==> config.mk <==
export PLATFORM = sky130hd
export DESIGN_NAME = p2_motion
export DESIGN_NICKNAME = d
export VERILOG_FILES = /design/src/rtl/p2_motion.sv
export SDC_FILE = /design/constraint.sdc
export NUM_CORES = 1
export LEC_CHECK = 0
export CELL_PAD_IN_SITES_DETAIL_PLACEMENT = 0
export CELL_PAD_IN_SITES_GLOBAL_PLACEMENT = 2
export CORE_MARGIN = 1.5
export CORE_UTILIZATION = 32
export DETAILED_ROUTE_END_ITERATION = 8
export PLACE_DENSITY = 0.86
export SYNTH_ARGS = -nofsm -noshare
export SYNTH_HDL_FRONTEND = slang
export SYNTH_SLANG_ARGS = --single-unit
==> constraint.sdc <==
create_clock -name CLK -period 4.4 [get_ports CLK]
set_clock_uncertainty 0.1 [all_clocks]
set_input_delay 1.1 -clock CLK [delete_from_list [all_inputs] [get_ports CLK]]
set_output_delay 1.1 -clock CLK [all_outputs]
set_load 0.05 [all_outputs]
==> src/rtl/p2_motion.sv <==
// Player-2 sprite motion/action controller: position, size and action flags,
// all updated once per video frame on the rising edge of vs.
module p2_motion #(
    parameter int         X_MIN         = 53,
    parameter int         X_MAX         = 550,
    parameter int         X_START       = 50,
    parameter int         GROUND_Y      = 291,
    parameter int         TOP_Y         = 103,
    parameter int         X_STEP        = 3,
    parameter int         Y_STEP        = 5,
    parameter int         ATTACK_FRAMES = 8,
    parameter int         RUN_DIV       = 4,
    parameter logic [2:0] PLAY_MODE     = 3'd1
) (
    input  logic       CLK,
    input  logic       RESET_N,
    input  logic       vs,
    input  logic [7:0] gen_keycode,
    input  logic [2:0] game_mode,
    output logic [9:0] p2_PosX,
    output logic [9:0] p2_PosY,
    output logic [9:0] p2_SizeX,
    output logic [9:0] p2_SizeY,
    output logic       p2_in_air,
    output logic       p2_crouch,
    output logic       p2_move_right,
    output logic       p2_move_left,
    output logic       p2_dir,
    output logic       p2_kick,
    output logic       p2_punch,
    output logic [2:0] p2_run_state
);

    localparam logic [7:0] KEY_W = 8'h1A;
    localparam logic [7:0] KEY_S = 8'h16;
    localparam logic [7:0] KEY_D = 8'h07;
    localparam logic [7:0] KEY_A = 8'h04;
    localparam logic [7:0] KEY_K = 8'h0E;
    localparam logic [7:0] KEY_P = 8'h13;
    localparam logic [7:0] KEY_R = 8'h15;

    typedef enum logic [1:0] {GROUND, RISE, FALL} vstate_t;

    logic       vs_q_reg;
    vstate_t    vstate_reg, vstate_next;
    logic [9:0] pos_x_reg, pos_x_next;
    logic [9:0] y_reg, y_next;
    logic [9:0] pos_y_reg, pos_y_next;
    logic [9:0] size_x_reg, size_x_next;
    logic [9:0] size_y_reg, size_y_next;
    logic       in_air_reg, in_air_next;
    logic       crouch_reg, crouch_next;
    logic       move_right_reg, move_right_next;
    logic       move_left_reg, move_left_next;
    logic       dir_reg, dir_next;
    logic       kick_reg, kick_next;
    logic       punch_reg, punch_next;
    logic [3:0] atk_cnt_reg, atk_cnt_next;
    logic       armed_reg, armed_next;
    logic [2:0] run_state_reg, run_state_next;
    logic [3:0] run_div_reg, run_div_next;

    logic        tick;
    logic        attack_key;
    logic [10:0] x_ext, y_ext;

    assign tick       = vs & ~vs_q_reg;
    assign attack_key = (gen_keycode == KEY_K) || (gen_keycode == KEY_P);
    assign x_ext      = {1'b0, pos_x_reg};
    assign y_ext      = {1'b0, y_reg};

    always_comb begin
        vstate_next     = vstate_reg;
        pos_x_next      = pos_x_reg;
        y_next          = y_reg;
        in_air_next     = in_air_reg;
        crouch_next     = crouch_reg;
        move_right_next = move_right_reg;
        move_left_next  = move_left_reg;
        dir_next        = dir_reg;
        kick_next       = kick_reg;
        punch_next      = punch_reg;
        atk_cnt_next    = atk_cnt_reg;
        armed_next      = armed_reg;
        run_state_next  = run_state_reg;
        run_div_next    = run_div_reg;

        if (tick && gen_keycode == KEY_R) begin
            vstate_next     = GROUND;
            pos_x_next      = 10'(X_START);
            y_next          = 10'(GROUND_Y);
            in_air_next     = 1'b0;
            crouch_next     = 1'b0;
            move_right_next = 1'b0;
            move_left_next  = 1'b0;
            dir_next        = 1'b0;
            kick_next       = 1'b0;
            punch_next      = 1'b0;
            atk_cnt_next    = 4'd0;
            armed_next      = 1'b1;
            run_state_next  = 3'd0;
            run_div_next    = 4'd0;
        end else if (tick && game_mode == PLAY_MODE) begin
            // Jump is gated by last frame's crouch, so W straight out of a crouch is ignored.
            case (vstate_reg)
                GROUND: begin
                    if (gen_keycode == KEY_W && !crouch_reg) begin
                        vstate_next = RISE;
                        in_air_next = 1'b1;
                    end
                end
                RISE: begin
                    if (y_ext - 11'(Y_STEP) <= 11'(TOP_Y)) begin
                        y_next      = 10'(TOP_Y);
                        vstate_next = FALL;
                    end else begin
                        y_next = 10'(y_ext - 11'(Y_STEP));
                    end
                end
                FALL: begin
                    if (y_ext + 11'(Y_STEP) >= 11'(GROUND_Y)) begin
                        y_next      = 10'(GROUND_Y);
                        vstate_next = GROUND;
                        in_air_next = 1'b0;
                    end else begin
                        y_next = 10'(y_ext + 11'(Y_STEP));
                    end
                end
                default: vstate_next = GROUND;
            endcase

            move_right_next = 1'b0;
            move_left_next  = 1'b0;
            if (gen_keycode == KEY_D && x_ext + 11'(X_STEP) <= 11'(X_MAX)) begin
                pos_x_next      = 10'(x_ext + 11'(X_STEP));
                move_right_next = 1'b1;
                dir_next        = 1'b0;
            end else if (gen_keycode == KEY_A && x_ext - 11'(X_STEP) >= 11'(X_MIN)) begin
                pos_x_next     = 10'(x_ext - 11'(X_STEP));
                move_left_next = 1'b1;
                dir_next       = 1'b1;
            end

            crouch_next = (gen_keycode == KEY_S) && (vstate_reg == GROUND);

            if (atk_cnt_reg != 4'd0) begin
                atk_cnt_next = atk_cnt_reg - 4'd1;
                if (atk_cnt_reg == 4'd1) begin
                    kick_next  = 1'b0;
                    punch_next = 1'b0;
                end
            end else if (attack_key && vstate_reg == GROUND && armed_reg) begin
                atk_cnt_next = 4'(ATTACK_FRAMES);
                kick_next    = (gen_keycode == KEY_K);
                punch_next   = (gen_keycode == KEY_P);
                armed_next   = 1'b0;
            end
            if (!attack_key)
                armed_next = 1'b1;

            if ((move_right_next || move_left_next) && !in_air_next) begin
                if (run_div_reg == 4'(RUN_DIV - 1)) begin
                    run_div_next   = 4'd0;
                    run_state_next = (run_state_reg == 3'd5) ? 3'd0 : run_state_reg + 3'd1;
                end else begin
                    run_div_next = run_div_reg + 4'd1;
                end
            end else begin
                run_div_next   = 4'd0;
                run_state_next = 3'd0;
            end
        end
    end

    // Crouched sprite is shorter but shifted down so its bottom edge stays put.
    assign pos_y_next  = crouch_next ? y_next + 10'd48 : y_next;
    assign size_y_next = crouch_next ? 10'd80 : 10'd128;
    assign size_x_next = ((run_state_next == 3'd3 || run_state_next == 3'd4 ||
                           kick_next || punch_next) && !in_air_next) ? 10'd104 : 10'd64;

    always_ff @(posedge CLK or negedge RESET_N) begin
        if (!RESET_N) begin
            vs_q_reg       <= 1'b0;
            vstate_reg     <= GROUND;
            pos_x_reg      <= 10'(X_START);
            y_reg          <= 10'(GROUND_Y);
            pos_y_reg      <= 10'(GROUND_Y);
            size_x_reg     <= 10'd64;
            size_y_reg     <= 10'd128;
            in_air_reg     <= 1'b0;
            crouch_reg     <= 1'b0;
            move_right_reg <= 1'b0;
            move_left_reg  <= 1'b0;
            dir_reg        <= 1'b0;
            kick_reg       <= 1'b0;
            punch_reg      <= 1'b0;
            atk_cnt_reg    <= 4'd0;
            armed_reg      <= 1'b1;
            run_state_reg  <= 3'd0;
            run_div_reg    <= 4'd0;
        end else begin
            vs_q_reg       <= vs;
            vstate_reg     <= vstate_next;
            pos_x_reg      <= pos_x_next;
            y_reg          <= y_next;
            pos_y_reg      <= pos_y_next;
            size_x_reg     <= size_x_next;
            size_y_reg     <= size_y_next;
            in_air_reg     <= in_air_next;
            crouch_reg     <= crouch_next;
            move_right_reg <= move_right_next;
            move_left_reg  <= move_left_next;
            dir_reg        <= dir_next;
            kick_reg       <= kick_next;
            punch_reg      <= punch_next;
            atk_cnt_reg    <= atk_cnt_next;
            armed_reg      <= armed_next;
            run_state_reg  <= run_state_next;
            run_div_reg    <= run_div_next;
        end
    end

    assign p2_PosX       = pos_x_reg;
    assign p2_PosY       = pos_y_reg;
    assign p2_SizeX      = size_x_reg;
    assign p2_SizeY      = size_y_reg;
    assign p2_in_air     = in_air_reg;
    assign p2_crouch     = crouch_reg;
    assign p2_move_right = move_right_reg;
    assign p2_move_left  = move_left_reg;
    assign p2_dir        = dir_reg;
    assign p2_kick       = kick_reg;
    assign p2_punch      = punch_reg;
    assign p2_run_state  = run_state_reg;

endmodule

# [Word-level counts from Yosys, hierarchy flattened]
# Cells that the tools add are included.
[word_totals] reg_bits=67 input_bits=14 out_inout_bits=50 word_cells=149
[op_classes] n_addsub=8 order_cmp=4 n_eq_ne=20 muxes=70 n_bitwise=2 n_reduce_logical=27
[op_table] cell="10-bit 2-to-1 mux" n=9
[op_table] cell="1-bit 2-to-1 mux" n=38
[op_table] cell="8-bit by 5-bit == test with 1-bit output, second input constant" n=4
[op_table] cell="4-bit 2-to-1 mux" n=8
[op_table] cell="10-bit one-hot mux with 2 select lines" n=1
[op_table] cell="8-bit by 3-bit == test with 1-bit output, second input constant" n=2
[op_table] cell="3-bit 2-to-1 mux" n=5
[op_table] cell="3-bit != test, second input constant" n=4
[op_table] cell="10-bit by 2-bit adder with 11-bit output, second input constant" n=1
[op_table] cell="10-bit by 3-bit adder with 11-bit output, second input constant" n=1
[op_table] cell="11-bit by 6-bit greater-or-equal comparator with 1-bit output, second input constant" n=1
[op_table] cell="11-bit by 9-bit greater-or-equal comparator with 1-bit output, second input constant" n=1
[op_table] cell="11-bit by 10-bit less-or-equal comparator with 1-bit output, second input constant" n=1
[op_table] cell="11-bit by 7-bit less-or-equal comparator with 1-bit output, second input constant" n=1
[op_table] cell="10-bit by 2-bit subtractor with 11-bit output, second input constant" n=1
[op_table] cell="10-bit by 3-bit subtractor with 11-bit output, second input constant" n=1
[op_table] cell="10-bit by 6-bit adder with 10-bit output, second input constant" n=1
[op_table] cell="1-bit logical AND" n=10
[op_table] cell="2-bit 2-to-1 mux" n=5
[op_table] cell="8-bit by 4-bit == test with 1-bit output, second input constant" n=1
[op_table] cell="8-bit 2-to-1 mux" n=1
[op_table] cell="3-bit == test, second input constant" n=2
[op_table] cell="6-bit 2-to-1 mux" n=1
[op_table] cell="2-bit one-hot mux with 3 select lines" n=1
[op_table] cell="other kinds (22)" n=30

# [Longest topological paths before layout]
# Gate-level depths: netlist of run 1.
[depth] ltp_word=18 ltp_mapped=18 depth_no_buf=15

# [Least setup slack after synthesis of run 1]
# Ideal clock, no wire load.
[synth_path] kind="input-to-reg" from="in gen_keycode[3]" to="reg size_x_reg[3] (netlist: p2_SizeX[3])" setup_ns=0.082 t_arrival_ns=3.758 setup_slack_ns=0.460 stages=9 n_path_buf=0 path_cell_list="or4_4 -> or4_4 -> a311oi_2 -> or4b_1 -> o211ai_2 -> a32oi_1 -> o31ai_2 -> or3b_1 -> a31oi_1"
[synth_via] elab_chain_len=17
[synth_rtl] item="start: declaration" line_no="18" source="input logic [7:0] gen_keycode,"
[synth_rtl] item="8-bit by 5-bit == test with 1-bit output / 8-bit by 3-bit == test with 1-bit output (equally long branches)" line_no="107, 138"
[synth_rtl] item="1-bit logical AND, on equally long branches" line_no="107, 138"
[synth_rtl] item="1-bit 2-to-1 mux, on equally long branches" line_no="107, 138"
[synth_rtl] item="1-bit one-hot mux with 2 select lines / 1-bit 2-to-1 mux (equally long branches)" line_no="105, 134"
[synth_rtl] item="1-bit 2-to-1 mux" line_no="103" source="end else if (tick && game_mode == PLAY_MODE) begin"
[synth_rtl] item="1-bit 2-to-1 mux" line_no="88" source="if (tick && gen_keycode == KEY_R) begin"
[synth_rtl] item="1-bit zero test / 1-bit logical OR (equally long branches)" line_no="161" source="if ((move_right_next || move_left_next) && !in_air_next) begin"
[synth_rtl] item="1-bit logical AND" line_no="161"
[synth_rtl] item="(+2 left out)"
[synth_rtl] item="3-bit 2-to-1 mux (*)" line_no="88"
[synth_rtl] item="via run_state_next[2]" line_no="60" source="logic [2:0] run_state_reg, run_state_next;"
[synth_rtl] item="3-bit by 2-bit == test with 1-bit output / 3-bit == test (equally long branches)" line_no="178" source="assign size_x_next = ((run_state_next == 3'd3 || run_state_next == 3'd4 ||"
[synth_rtl] item="1-bit logical OR (*) (2 in a row)" line_no="178"
[synth_rtl] item="1-bit logical OR (*)" line_no="179" source="kick_next || punch_next) && !in_air_next) ? 10'd104 : 10'd64;"
[synth_rtl] item="1-bit logical AND (*)" line_no="179"
[synth_rtl] item="6-bit 2-to-1 mux (*)" line_no="179"
[synth_rtl] item="via size_x_next[3]" line_no="49" source="logic [9:0] size_x_reg, size_x_next;"
[synth_rtl] item="end signal: assignment" line_no="207" source="size_x_reg <= size_x_next;"
[synth_rtl] item="end: declaration" line_no="49"
# The timed path passes the listed nets; every way through them passes the cells marked *. The select of a mux whose other input is x is not followed.
# A chain may end at the register's enable or synchronous reset.

# [Worst setup path after layout of run 1]
# Ends and elaborated chain as after synthesis.

==> out/results.ini, run 1 <==
[clock_tree]
ctsRootBufferMaster=clkbuf_16
clockBufferDepth=2
cts_sinks=50
cts.clk_slew.worst_paths_ns=0.07
cts_buffers=5
cts_tree=done
insertion_delay_ns=0.30
cts-htree-levels=2

[finish]
drive_gt1_share_pct=11.3
final_cell_mix=nand2_1 (51), clkdlybuf4s50_1 (47), dfrtp_1 (39)
diodes=0
fin_cells=753
synthToLayoutAreaGrowth_pct=18.7
layout_commonest_cell=nand2_1
nets=602

[sta]
tightestPinTransition_ns=0.727
period_share_pct=94.4
report.final.slew_viol_count=0
finalSetupViolations=0
hold_viol=0
max_slew_margin_pct=51.5
rsz0062_at_grt=no
fmax_ghz=0.241
worst_slack_ns=0.248
fin_crit_ns=4.15
setup-tns-final_ns=0

[critical_path]
cp.required_ns=4.48
critPathSlowestCell=or4_4
worstPathCellList=clkdlybuf4s50_1, or4_4, or4_4, a311oi_2, or4b_1, o211ai_2, buf_4, nand4_1, a31oi_1, or3b_1, a31oi_1
worstSetupStartpointType=input pin
crit_path_max_fanout=3
max_stage_delay_ns=0.55
critPathKind=input pin to register
endpoint_kind=register
cp.arrival_ns=4.23

[grt]
grt_pass1_vias=4221
antenna_found_initial=0
track_usage_pct=18.7
grt_max_degree=33
grt_pass1_wl_mm=21.3
grt_overflow=0

[logic_synthesis]
synth_cells=544
syn_avg_cell_area_um2=7.88
yosys.area.top_type=dfrtp_1
ys_top_cells_by_area=dfrtp_1 (23%), dfstp_2 (6.7%), nand2_1 (4.5%)
synth_edf_count=0
netlist_area_um2=4290
ys_warn_count=0
synthArstFlopShare_pct=100
ys_types=75
synth_top_area_share_pct=22.8
yosysSeqAreaShare_pct=29.5
yosys_most_used_dff=dfrtp_1
ys_ff_latch=50

[floorplan]
die_w_um=119
placeableCoreArea_um2=13100
io_pins=64
initial_core_util_pct=32.6
die_h_um=119
num_rows=42
die-area_um2=14100

[route]
dr.pass1.iters=5
wire_per_inst_um=17.4
drtAntennaViolNets=0
drt-vias-per-instance=5.71
routed_wl_mm=13.1
drc=0
vias=4302
drt_iter0_markers=297

[flow_run]
max_cap_viol_count=0

[run_status]
status=finished clean

[pwr]
p_per_area_nw_per_um2=465
p_leak_nw=2.08
peakVddDrop_v=0.000151

[place]
gp_congestion=0.881
dp.final_hpwl_mm=9.76
preCtsSetupSlack_ns=-0.0954
dp_cells=745
io_buffers=48

[worst_hold_path]
min_path_type=register to register

-- final timing paths --
path	from	endpoint	slack (ns)	cells past startpoint
setup / recovery	gen_keycode[3]	p2_SizeX[3]	0.25	11
hold / removal	p2_move_right	p2_move_right	0.38	1
setup reg to reg	p2_PosY[1]	p2_PosY[8]	0.44	15
hold reg to reg	p2_move_right	p2_move_right	0.38	1
max in group asynchronous	RESET_N	y_reg[8]	2.70	2
min in group asynchronous	RESET_N	p2_PosX[3]	0.66	1
-- cells by family (layout without fill, tap and decap cells) --
group                      after synthesis  after routing  synth area share, %
xor gates and xnor gates                15             15                 3.06
muxes                                    3              3                0.730
AOI/OAI and AO/OA                      170            170                 28.1
DFF                                     50             50                 29.5
buffers and inverters                   81            101                 9.05
adders and majority gates               12             12                 3.50
and+or+nand+nor                        211            211                 25.8
other                                    2             15                0.175
-- metrics by stage --
step	util, %	power [mW]	hold WS, ns	area, um2
3_5_place_dp	37.4	1.89	0.370	4910
5_1_grt	38.7	2.52	0.401	5090
3_3_place_gp	37.4	1.88	0.367	4910
6_report	38.7	2.36	0.384	5090
4_1_cts	38.7	2.35	0.385	5080
2_1_floorplan	-	1.57	0.371	4340
-- synthesized netlist by cell type, types with 12 or more instances --
cell,count
inv_1,20
o31ai_1,12
nand2_1,51
a21oi_1,34
nor3_1,26
nor4_1,14
a31oi_1,14
clkbuf_1,38
nand3_1,15
buf_4,22
ha_1,12
dfrtp_1,39
nor2_1,38
o21ai_0,27
-- metal layers --
layer  up-vias  wire length [um]  GRT usage [%]
met2       126              6380           31.9
met1      2096              5930           24.2
met3        23               451           2.36
met5         -                 0              0
li1       2057                 -              -
met4         0               331           6.78
-- critical path: cells and delay by family --
| kind | cells | cell delay, ns |
|---|---|---|
| AO/OA/AOI/OAI | 4 | 0.75 |
| AND/OR/NAND/NOR | 5 | 1.79 |
| buffers and inverters | 2 | 0.58 |
-- what timing repair did --
item,CTS,global route
setup buffers,0,0
endpoints found under the hold margin,0,0
endpoints found under the setup margin,0,2
gates resized for setup,0,1
hold buffers,0,0
-- where the power goes --
part / switching [mW] / total [mW] / internal (mW) / leakage [nW]
Combinational: 0.769 / 1.20 / 0.436 / 1.35
Sequential: 0.153 / 0.708 / 0.554 / 0.647
Clock: 0.183 / 0.452 / 0.268 / 0.0760
-- layout make-up --
cell class                      instances  area, um2
Clock inverter                          3       45.0
Timing Repair Buffer                   73        663
Inverter                               20       75.1
Multi-Input combinational cell        426       2690
Sequential cell                        50       1260
Clock buffer                            5        125
Tap cell                              176        220
Fill cell                            1409       8050
(Power assumes the default switching activity.)
==> inputs of run 2 (changes only) <==
--- a/config.mk
+++ b/config.mk
@@ -11,6 +11,7 @@
 export CORE_UTILIZATION = 32
 export DETAILED_ROUTE_END_ITERATION = 8
 export PLACE_DENSITY = 0.86
+export REMOVE_ABC_BUFFERS = 1
 export SYNTH_ARGS = -nofsm -noshare
 export SYNTH_HDL_FRONTEND = slang
 export SYNTH_SLANG_ARGS = --single-unit
==> out/results.ini, run 2 (same netlist as run 1, synthesis figures left out) <==
[run_status]
status=finished clean

[place]
preCtsSetupSlack_ns=-0.0299
placed_area_um2=4870
dp.final_hpwl_mm=9.73
io_buffers=48
gp_congestion=0.855

[route]
dr.pass1.iters=5
routed_wl_mm=12.8
vias=4227
drt_iter0_markers=265
drt-vias-per-instance=5.65
wire_per_inst_um=17.1
drtAntennaViolNets=0
drc=0

[finish]
diodes=0
drive_gt1_share_pct=10.3
synthToLayoutAreaGrowth_pct=17.2
final_area_um2=5020
nets=597
final_cell_mix=nand2_1 (51), clkdlybuf4s50_1 (47), dfrtp_1 (39)
layout_commonest_cell=nand2_1

[pwr]
pwr-share-comb_pct=51.3
switchingPower_mw=1.07
p_leak_nw=2.05
seqPwrFrac_pct=31.2
switching_share_pct=46.9
intPower_mw=1.21
peakVddDrop_v=0.000143
p_per_area_nw_per_um2=455
power_frac_clock_pct=17.4

[floorplan]
io_pins=64
die_w_um=119
die-area_um2=14100
die_h_um=119
initial_core_util_pct=32.6
num_rows=42
placeableCoreArea_um2=13100

[sta]
max_slew_margin_pct=26.4
report.final.slew_viol_count=0
rsz0062_at_grt=no
period_share_pct=94.3
tightestPinTransition_ns=1.09
hold_viol=0
finalSetupViolations=0
worst_slack_ns=0.250
fmax_ghz=0.241
fin_crit_ns=4.15

[grt]
antenna_found_initial=0
grt_pass1_vias=4072
grt_overflow=0
track_usage_pct=18.4
grt_max_degree=27
grt_pass1_wl_mm=21.1

[flow_run]
max_cap_viol_count=0

[clock_tree]
cts_sinks=50
cts-htree-levels=2
ctsRootBufferMaster=clkbuf_16
post_cts.repair.setup_buffers=0
clockBufferDepth=2
cts_resized=0
cts_tree=done
insertion_delay_ns=0.29
postCtsHoldBufs=0
cts.clk_slew.worst_paths_ns=0.07
cts_buffers=5

[critical_path]
r2r_slack_ns=0.39
worstSetupStartpointType=input pin
cp.required_ns=4.52
crit_path_max_fanout=5
critPathKind=input pin to register
endpoint_kind=register
cp.arrival_ns=4.27

[worst_hold_path]
min_path_type=register to register

run 2: layer usage:
| metal | wire length [um] | track usage, % |
|---|---|---|
| met1 | 5720 | 24.1 |
| met2 | 6280 | 31.5 |
| met3 | 520 | 1.88 |
| met4 | 236 | 6.33 |
| met5 | 0 | 0 |
run 2: final cells by class:
type | instances | area (um2)
flip-flops and latches | 50 | 1260
well taps | 176 | 220
repair buffers | 68 | 626
clock buffers | 6 | 139
fillers | 1409 | 8110
clock inverters | 2 | 12.5
multi-input cells | 426 | 2690
inverters | 20 | 75.1
run 2: final timing paths:
| kind | startpoint | to | cells after the start |
|---|---|---|---|
| setup / recovery | gen_keycode[3] | p2_SizeX[3] | 10 |
| hold / removal | p2_move_right | p2_move_right | 1 |
| setup reg to reg | p2_PosY[0] | p2_SizeX[3] | 10 |
| hold reg to reg | p2_move_right | p2_move_right | 1 |
| max in group asynchronous | RESET_N | p2_PosY[1] | 2 |
| min in group asynchronous | RESET_N | p2_PosX[2] | 1 |
run 2: per-stage QoR:
stage	utilization, %	total power [mW]	hold slack (ns)	instances	TNS (ns)
2_1_floorplan	-	1.51	0.371	496	0
3_3_place_gp	37.1	1.87	0.367	740	0
3_5_place_dp	37.1	1.89	0.369	740	-0.0299
4_1_cts	38.2	2.30	0.385	748	0
5_1_grt	38.2	2.46	0.398	748	0
6_report	38.2	2.29	0.381	748	0
run 2: power groups by stage:
stage | combinational [mW] | clock [mW] | sequential (mW)
after global routing | 1.29 | 0.428 | 0.735
after floorplan | 0.686 | 0 | 0.820
after detailed placement | 1.17 | 0 | 0.722
after global placement | 1.15 | 0 | 0.717
after CTS | 1.17 | 0.417 | 0.713
final | 1.17 | 0.399 | 0.714
run 2: critical path, stage by stage:
cell and delay [ns]:
clkdlybuf4s50_1 0.42, or4_4 0.54, or4_4 0.50, a311oi_2 0.27, or4b_1 0.48, o211ai_2 0.13, a32oi_1 0.18, o31ai_2 0.12
or3b_1 0.37, a31oi_1 0.15
